<file path="config.mk">
export PLATFORM = sky130hd
export DESIGN_NAME = if_prefetch_queue
export DESIGN_NICKNAME = d
export VERILOG_FILES = /design/src/rtl/if_prefetch_queue_pkg.sv /design/src/rtl/if_prefetch_queue_fifo.sv /design/src/rtl/if_prefetch_queue.sv
export SDC_FILE = /design/constraint.sdc
export NUM_CORES = 1
export LEC_CHECK = 0
export BUFFER_PORTS_ARGS = -buffer_cell sky130_fd_sc_hd__buf_2
export CAP_MARGIN = 20
export CELL_PAD_IN_SITES_DETAIL_PLACEMENT = 1
export CELL_PAD_IN_SITES_GLOBAL_PLACEMENT = 1
export CORE_ASPECT_RATIO = 0.5
export CORE_MARGIN = 5
export CORE_UTILIZATION = 48
export DETAILED_ROUTE_END_ITERATION = 6
export PLACE_DENSITY_LB_ADDON = 0.1
export SYNTH_ARGS = -nofsm -noshare
export SYNTH_HDL_FRONTEND = slang
export SYNTH_SLANG_ARGS = --single-unit
</file>
<file path="constraint.sdc">
create_clock -name clock -period 4.7 [get_ports clock]
set_clock_uncertainty 0.05 [all_clocks]
set_input_delay 0.705 -clock clock [delete_from_list [all_inputs] [get_ports clock]]
set_output_delay 0.705 -clock clock [all_outputs]
set_load 0.01 [all_outputs]
</file>
<file path="src/rtl/if_prefetch_queue_pkg.sv">
// Shared definitions for the instruction prefetch queue.
//   ifq_state_e : fetch-control FSM state encodings (BOOT / RUN / HALT)
//   PC_STEP     : byte distance between consecutive instruction words
//   word_align  : clears the byte-offset bits of a fetch address
package if_prefetch_queue_pkg;

  typedef enum logic [1:0] {
    IFQ_BOOT = 2'd0,
    IFQ_RUN  = 2'd1,
    IFQ_HALT = 2'd2
  } ifq_state_e;

  localparam logic [31:0] PC_STEP = 32'd4;

  function automatic logic [31:0] word_align(input logic [31:0] addr);
    return addr & ~32'h3;
  endfunction

endpackage

</file>
<file path="src/rtl/if_prefetch_queue_fifo.sv">
// ifq_fifo: DEPTH-entry circular buffer holding {pc, instruction} pairs.
// Ports:
//   clock, reset    : clock and synchronous active-high reset
//   flush           : empties the buffer next cycle (overrides push/pop)
//   push, push_data : write one entry at the tail
//   pop             : remove the head entry (ignored when empty)
//   head_data       : entry at the head (meaningless when empty)
//   count, empty    : current occupancy
module ifq_fifo #(
  parameter int DEPTH = 4,
  parameter int WIDTH = 64
) (
  input  logic                       clock,
  input  logic                       reset,
  input  logic                       flush,
  input  logic                       push,
  input  logic [WIDTH-1:0]           push_data,
  input  logic                       pop,
  output logic [WIDTH-1:0]           head_data,
  output logic [$clog2(DEPTH+1)-1:0] count,
  output logic                       empty
);

  localparam int PTR_W = (DEPTH > 1) ? $clog2(DEPTH) : 1;
  localparam int CNT_W = $clog2(DEPTH+1);

  logic [WIDTH-1:0] mem_q [DEPTH];
  logic [PTR_W-1:0] wr_ptr_q, wr_ptr_d;
  logic [PTR_W-1:0] rd_ptr_q, rd_ptr_d;
  logic [CNT_W-1:0] count_q, count_d;
  logic             push_ok, pop_ok;

  // A flush wins over everything; pointers wrap naturally because DEPTH is a power of two.
  always_comb begin
    push_ok  = push & ~flush;
    pop_ok   = pop & ~flush & (count_q != '0);
    wr_ptr_d = wr_ptr_q;
    rd_ptr_d = rd_ptr_q;
    count_d  = count_q;
    if (flush) begin
      wr_ptr_d = '0;
      rd_ptr_d = '0;
      count_d  = '0;
    end else begin
      if (push_ok) wr_ptr_d = wr_ptr_q + PTR_W'(1);
      if (pop_ok)  rd_ptr_d = rd_ptr_q + PTR_W'(1);
      count_d = count_q + CNT_W'(push_ok) - CNT_W'(pop_ok);
    end
  end

  // Pointer and occupancy registers.
  always_ff @(posedge clock) begin
    if (reset) begin
      wr_ptr_q <= '0;
      rd_ptr_q <= '0;
      count_q  <= '0;
    end else begin
      wr_ptr_q <= wr_ptr_d;
      rd_ptr_q <= rd_ptr_d;
      count_q  <= count_d;
    end
  end

  // Storage needs no reset: an entry is only read after it has been written.
  always_ff @(posedge clock) begin
    if (push_ok) mem_q[wr_ptr_q] <= push_data;
  end

  assign head_data = mem_q[rd_ptr_q];
  assign count     = count_q;
  assign empty     = (count_q == '0);

endmodule

</file>
<file path="src/rtl/if_prefetch_queue.sv">
// if_prefetch_queue: instruction-fetch front end feeding decode.
// Issues in-order word fetches, buffers returned words with their PCs, presents
// them over valid/ready and discards stale responses after a redirect.
// Ports:
//   clock, reset             : clock, synchronous active-high reset
//   redirect, redirect_pc    : flush and restart fetch at redirect_pc (word aligned)
//   halt                     : stop issuing new fetches; queue still drains
//   imem_req/addr/gnt        : request channel to instruction memory
//   imem_rvalid/rdata        : in-order response channel
//   out_valid/ready/inst/pc  : instruction stream to decode
//   level                    : queue occupancy
// Build option: define IFQ_BYPASS_EN to forward a response straight to out_*
// in the same cycle when the queue is empty and decode is ready.
module if_prefetch_queue
  import if_prefetch_queue_pkg::*;
#(
  parameter int          DEPTH     = 4,
  parameter int          MAX_OUTST = 2,
  parameter logic [31:0] RESET_PC  = 32'h0
) (
  input  logic                       clock,
  input  logic                       reset,
  input  logic                       redirect,
  input  logic [31:0]                redirect_pc,
  input  logic                       halt,
  output logic                       imem_req,
  output logic [31:0]                imem_addr,
  input  logic                       imem_gnt,
  input  logic                       imem_rvalid,
  input  logic [31:0]                imem_rdata,
  output logic                       out_valid,
  input  logic                       out_ready,
  output logic [31:0]                out_inst,
  output logic [31:0]                out_pc,
  output logic [$clog2(DEPTH+1)-1:0] level
);

  localparam int                CNT_W     = $clog2(DEPTH+1);
  localparam logic [CNT_W:0]    DEPTH_C   = (CNT_W+1)'(DEPTH);
  localparam logic [CNT_W-1:0]  MAX_OUT_C = CNT_W'(MAX_OUTST);

  ifq_state_e       state_q, state_d;
  logic [31:0]      fetch_pc_q, fetch_pc_d;
  logic [31:0]      resp_pc_q, resp_pc_d;
  logic [CNT_W-1:0] outst_q, outst_d;
  logic [CNT_W-1:0] drop_cnt_q, drop_cnt_d;

  logic [CNT_W-1:0] fifo_count;
  logic             fifo_empty;
  logic [63:0]      fifo_head;
  logic             req_fire, rsp_ok, rsp_keep, bypass_take, fifo_push, fifo_pop;

  // Credit rule: queued words plus in-flight fetches never exceed DEPTH, so a
  // response always has a slot to land in.
  always_comb begin
    imem_req = 1'b0;
    if (!reset && state_q == IFQ_RUN && !redirect &&
        (({1'b0, fifo_count} + {1'b0, outst_q}) < DEPTH_C) &&
        (outst_q < MAX_OUT_C))
      imem_req = 1'b1;
  end

  assign imem_addr = fetch_pc_q;
  assign req_fire  = imem_req & imem_gnt;
  // A response with nothing outstanding is a protocol error and is ignored.
  assign rsp_ok    = imem_rvalid & ~reset & (outst_q != '0);
  assign rsp_keep  = rsp_ok & (drop_cnt_q == '0) & ~redirect;

`ifdef IFQ_BYPASS_EN
  assign bypass_take = rsp_keep & fifo_empty & out_ready;
`else
  assign bypass_take = 1'b0;
`endif

  assign fifo_push = rsp_keep & ~bypass_take;
  assign fifo_pop  = ~fifo_empty & out_ready & ~reset;

  ifq_fifo #(
    .DEPTH (DEPTH),
    .WIDTH (64)
  ) u_fifo (
    .clock     (clock),
    .reset     (reset),
    .flush     (redirect),
    .push      (fifo_push),
    .push_data ({resp_pc_q, imem_rdata}),
    .pop       (fifo_pop),
    .head_data (fifo_head),
    .count     (fifo_count),
    .empty     (fifo_empty)
  );

  // Output stage: the bypassed response takes the port only when storage is empty.
  always_comb begin
    out_valid = 1'b0;
    out_inst  = '0;
    out_pc    = '0;
    if (!reset) begin
      if (bypass_take) begin
        out_valid = 1'b1;
        out_inst  = imem_rdata;
        out_pc    = resp_pc_q;
      end else if (!fifo_empty) begin
        out_valid = 1'b1;
        out_pc    = fifo_head[63:32];
        out_inst  = fifo_head[31:0];
      end
    end
  end

  assign level = reset ? '0 : fifo_count;

  // Next-state for FSM, PCs and counters. Redirect overrides the normal PC and
  // drop updates; every fetch still in flight after this cycle becomes stale.
  always_comb begin
    state_d = state_q;
    unique case (state_q)
      IFQ_BOOT: state_d = IFQ_RUN;
      IFQ_RUN:  if (halt)  state_d = IFQ_HALT;
      IFQ_HALT: if (!halt) state_d = IFQ_RUN;
      default:  state_d = IFQ_BOOT;
    endcase

    fetch_pc_d = fetch_pc_q;
    resp_pc_d  = resp_pc_q;
    drop_cnt_d = drop_cnt_q;
    outst_d    = outst_q + CNT_W'(req_fire) - CNT_W'(rsp_ok);

    if (req_fire) fetch_pc_d = fetch_pc_q + PC_STEP;

    if (rsp_ok && drop_cnt_q != '0) drop_cnt_d = drop_cnt_q - CNT_W'(1);
    else if (rsp_keep)              resp_pc_d  = resp_pc_q + PC_STEP;

    if (redirect) begin
      fetch_pc_d = word_align(redirect_pc);
      resp_pc_d  = word_align(redirect_pc);
      drop_cnt_d = outst_d;
    end
  end

  // State registers.
  always_ff @(posedge clock) begin
    if (reset) begin
      state_q    <= IFQ_BOOT;
      fetch_pc_q <= RESET_PC;
      resp_pc_q  <= RESET_PC;
      outst_q    <= '0;
      drop_cnt_q <= '0;
    end else begin
      state_q    <= state_d;
      fetch_pc_q <= fetch_pc_d;
      resp_pc_q  <= resp_pc_d;
      outst_q    <= outst_d;
      drop_cnt_q <= drop_cnt_d;
    end
  end

endmodule

</file>
# [Word level (Yosys, flattened, before mapping)]
# Memories as Yosys holds them, arrays and structs flattened. A register that Yosys moved wholly into a read port is not among the register bits.
# Index checks and enable logic that the tools add are counted.
[op_classes] addsub=10 multipliers=0 div=0 order_cmp=2 eq_ne=5 shift=0 n_mux=22 bitwise=14 reduce_logical=20
[op_table] operator="$mux W32" count=9
[op_table] operator="$add A32 B3 Y32 const B" count=2
[op_table] operator="$and A1 B1 Y1" count=10
[op_table] operator="$mux W3" count=3
[op_table] operator="$reduce_bool A3 Y1" count=3
[op_table] operator="$mux W2" count=4
[op_table] operator="$add A3 B1 Y3" count=2
[op_table] operator="$logic_not A3 Y1" count=2
[op_table] operator="$ne A2 B2 Y1 const B" count=3
[op_table] operator="$pmux W2 S3" count=1
[op_table] operator="$reduce_and A2 Y1" count=3
[op_table] operator="$reduce_bool A2 Y1" count=3
[op_table] operator="$sub A3 B1 Y3" count=2
[op_table] operator="$logic_and A1 B1 Y1" count=5
[op_table] operator="$mux W1" count=5
[op_table] operator="$add A2 B1 Y2 const B" count=2
[op_table] operator="$add A3 B3 Y4" count=1
[op_table] operator="$lt A4 B3 Y1 const B" count=1
[op_table] operator="$not A1 Y1" count=4
[op_table] operator="$lt A3 B2 Y1 const B" count=1
[op_table] operator="$sub A3 B1 Y3 const B" count=1
[op_table] operator="$eq A2 B1 Y1 const B" count=1
[op_table] operator="$eq A2 B2 Y1 const B" count=1
[op_table] operator="$logic_not A1 Y1" count=2
[op_table] operator="2 further kinds" count=2
[word_totals] register_bits=79 latchBits=0 ram_bits=256 rom_bits=0 out_inout_bits=101 n_memories=1
[memory_table] memory="u_fifo.mem_q" words=4 width=64 rd=1 rd_ports_with_merged_regs=1 wr=1 line="if_prefetch_queue_fifo.sv:27" text="logic [WIDTH-1:0] mem_q [DEPTH];"

# [Longest topological paths before layout]
[logic_depth] ltp_word=10 depth_mapped=12 depth_no_buf=11

# [Hierarchy]
# A second synthesis with hierarchy kept.
[unflattened] cells_unflattened=943 hier_area_um2=14173.6
[modules_own_cells] module="ifq_fifo" instances=1 cells_per_inst=381 area_per_inst_um2=9795.6
[modules_own_cells] module="if_prefetch_queue" instances=1 cells_per_inst=562 area_per_inst_um2=4377.9

# [Worst setup path before layout]
# No wires, ideal clock.
[synth_timing] path_type="input-to-reg" start="in imem_rvalid" end="mem u_fifo.mem_q[0][0] (enable)" t_arrival_ns=3.008 required_time_ns=4.223 setup_slack_ns=1.215 cell_stages=5 path_buffers=1 cell_sequence="nor2b_1 > nand3_2 > buf_1 > nor2_1 > and2_1"
[synth_via] elab_chain_len=7
[synth_lines] item="start: declaration" line="if_prefetch_queue.sv:29" text="input logic imem_rvalid,"
[synth_lines] item="$and A1 B1 Y1 (2 in a row)" line="if_prefetch_queue.sv:66" text="assign rsp_ok = imem_rvalid & ~reset & (outst_q != '0);"
[synth_lines] item="$and A1 B1 Y1 (2 in a row)" line="if_prefetch_queue.sv:67" text="assign rsp_keep = rsp_ok & (drop_cnt_q == '0) & ~redirect;"
[synth_lines] item="$and A1 B1 Y1" line="if_prefetch_queue_fifo.sv:35" text="push_ok = push & ~flush;"
[synth_lines] item="via u_fifo.push_ok" line="if_prefetch_queue_fifo.sv:31" text="logic push_ok, pop_ok;"
[synth_lines] item="$mux W1" line="if_prefetch_queue_fifo.sv:66" text="if (push_ok) mem_q[wr_ptr_q] <= push_data;"
[synth_lines] item="$mux W1 (not written as such)" line="if_prefetch_queue_fifo.sv:66"
[synth_lines] item="end: declaration" line="if_prefetch_queue_fifo.sv:27"
# The timed path passes the listed nets, and every way through them passes these cells.

==> flow_summary.ini <==
[clock_tree]
cts_resized = 0
cts_sinks = 325
clk_latency_ns = 0.57
cts_tree = yes
hold_buffers = 0
postCtsSetupRepairBufs = 0
cts-root-buf = clkbuf_16
clk_pin_slew_ns = 0.06
numCtsBuffers = 29
cts_buffer_depth = 3
htreeDepth = 1

[sta]
final_max_slew_viol_count = 0
finalHoldWorstSlack_ns = 0.3086
final.min_clock_period_ns = 3.368
rsz0062_at_grt = no
maxSlewHeadroom = 0.3551
tightest_slew_ns = 0.9638
fin_crit_sh = 0.7166
finalSetupViolCount = 0
maxClockFrequency_ghz = 0.2969
final.setup.tns_ns = 0
hold_viol = 0

[pwr]
power_density_mw_per_mm2 = 373.3
clock_power_share = 0.389
p_int_w = 0.004597
p_total_w = 0.005934
p_seq_frac = 0.549
switching_share = 0.2253
p_leak_nw = 5.542
p_sw_w = 0.001337
vdd_ir_drop_max_uv = 264.0
p_comb_frac = 0.062

[worst_setup_path]
cp_slowest_cell = dfxtp_4
worstPathMaxFanout = 34
path_buf_inv = 2
critical_path_required_ns = 3.94
critPathLaunchType = register
timing.rr.start = u_fifo.count[2]
end_kind = output port
path_class = register to output port
crit_family = flip-flops
slowest_delay_ns = 0.82
arrival_ns = 2.61
crit_chain = buf_12, mux4_2, and2_1, buf_2

[finish]
fillCellCount = 2782
layout-drive-gt1-share = 0.2703
area_growth_pct = 16.13
final_util = 0.5693
nets = 1186

[floorplanning]
initial_core_util = 0.4902
fp.dieW_um = 248.8
io_pins = 172
die_y_um = 129.4
core_mm2 = 0.02792
die_area_mm2 = 0.03220
num_rows = 43

[drt]
antenna_left = 0
vias_per_cell = 5.648
route.detailed.drc = 0
first_iter_violations = 450
drt_wl_total_um = 32900
wl_per_cell_um = 21.87
vias = 8495
dr.pass1.iters = 4

[grt]
grt_pass1_vias = 9033
grt_pass1_wl_um = 51520
grt.busiest_layer = met2
use_met1 = 0.2795
grt-ovfl-total = 0
grtUsageMet2 = 0.3535
met3_usage = 0.03430
grt_usage = 0.2024
grt_max_degree = 63
antenna_found_initial = 0

[flow_run]
cap_violations = 0

[logic_synthesis]
ys_ff_latch = 325
ys_seq_area_frac = 0.6567
postSynthAreaPerCell_um2 = 14.61
synth_cells = 937
synth_top_area_cell = edfxtp_1
synth-edff-count = 248
async_flop_share = 0
synthTopCellsByArea = edfxtp_1 (54%), dfxtp_1 (11%), mux4_2 (10%)
synth.top_cells.by_count = edfxtp_1 (248), dfxtp_1 (77), and2_1 (69)
yosysMostFrequentCell = edfxtp_1
syn-cell-area_mm2 = 0.01369
yosys.area.top_type_share = 0.5441
ys_types = 58
synthFlopType = edfxtp_1
ys_warn_count = 0

[placed_design]
port_buffers = 165
gp_congestion = 0.8119
hpwl_um = 21440

[worst_hold_path]
hold_path.class = input port to register
worstHoldStart = imem_rdata[18]

[outcome]
status = completed
==> area by class of cell <==
type / instances / area (um2) / area share
flip-flops and latches: 325 / 8994 / 0.5658
clock inverters: 14 / 132.6 / 0.008344
well taps: 382 / 478.0 / 0.03007
clock buffers: 40 / 777.0 / 0.04888
inverters: 29 / 108.9 / 0.006848
diodes: 1 / 2.502 / 0.0001574
repair buffers: 182 / 1016 / 0.06392
multi-input cells: 531 / 4387 / 0.2760
==> worst register-to-register path, cell delays in order (launching register included) <==
cell      delay (ns)
dfxtp_1         0.38
ha_1            0.25
or4b_1          0.58
nor4_4          0.21
inv_2           0.25
ha_1            0.35
inv_1           0.04
ha_1            0.18
fa_1            0.37
xor2_1          0.19
a211oi_1        0.26
==> path summary, 6_finish.rpt <==
path	end	slack, ns	cells after the start
worst max-delay path	out_pc[16]	1.33	4
worst min-delay path	u_fifo.mem_q[2][18]	0.31	1
worst max register to register	drop_cnt_q[2]	1.50	10
worst min register to register	imem_addr[3]	0.47	2
==> kinds of logic (layout without fill, tap and decap cells) <==
family	Yosys count	count (layout)	share of synthesized area
AOI/OAI and AO/OA	110	110	0.05256
xor gates and xnor gates	36	36	0.02304
adders and majority gates	18	18	0.01737
buffers and inverters	84	265	0.02450
DFF	325	325	0.6567
muxes	70	70	0.1083
other	1	5	0.0002740
and+or+nand+nor	293	293	0.1172
==> sequential cells by signal, summed over array words and instances (netlist names), named ones only <==
signal	count
u_fifo.count	3
u_fifo.rd_ptr_q	2
outst_q	3
state_q	2
u_fifo.mem_q	248
u_fifo.wr_ptr_q	2
drop_cnt_q	3
resp_pc_q	30
imem_addr	30
==> layer usage <==
| layer | wire [um] | vias to the layer above | share of wire |
|---|---|---|---|
| met5 | 0 | - | 0 |
| met4 | 351 | 0 | 0.011 |
| met3 | 1377 | 31 | 0.042 |
| met2 | 16180 | 183 | 0.49 |
| met1 | 14990 | 4383 | 0.46 |
| li1 | - | 3898 | - |
==> through the flow <==
stage	std cells	setup slack (ns)	instance area [um2]
global placement	1449	1.210	14980
global route	1503	1.123	15890
finish	1504	1.332	15900
floorplan	940	1.215	13700
CTS	1503	1.229	15890
detailed placement	1449	1.124	14980
==> cells in the final DEF, fill, tap and decap left out, drive strengths merged, types with 4 or more instances in the layout <==
cell type  netlist  layout
a211oi          20      20
a21boi           6       6
a21oi           29      29
a31oi           15      15
and2            69      69
and3             8       8
and4             8       8
buf             19     182
clkbuf          36      40
clkinv           0      11
conb             1       4
dfxtp           77      77
edfxtp         248     248
ha              15      15
inv             29      30
mux2             5       5
mux4            62      62
nand2           55      55
nand3           19      19
nand4           17      17
nor2            54      54
nor2b            5       5
nor3            16      16
nor4            14      14
o211ai           6       6
o21ai           16      16
o31a             4       4
or3              9       9
xnor2           31      31
xor2             5       5
==> power groups by stage <==
stage                     Combinational (W)  Clock (W)  Sequential [W]
after floorplan                    0.000230          0         0.00330
after global placement             0.000357          0         0.00331
after detailed placement           0.000371          0         0.00332
after CTS                          0.000374    0.00237         0.00326
after global routing               0.000412    0.00251         0.00327
final                              0.000368    0.00231         0.00326
No activity file was read; power rests on OpenSTA's default activity.
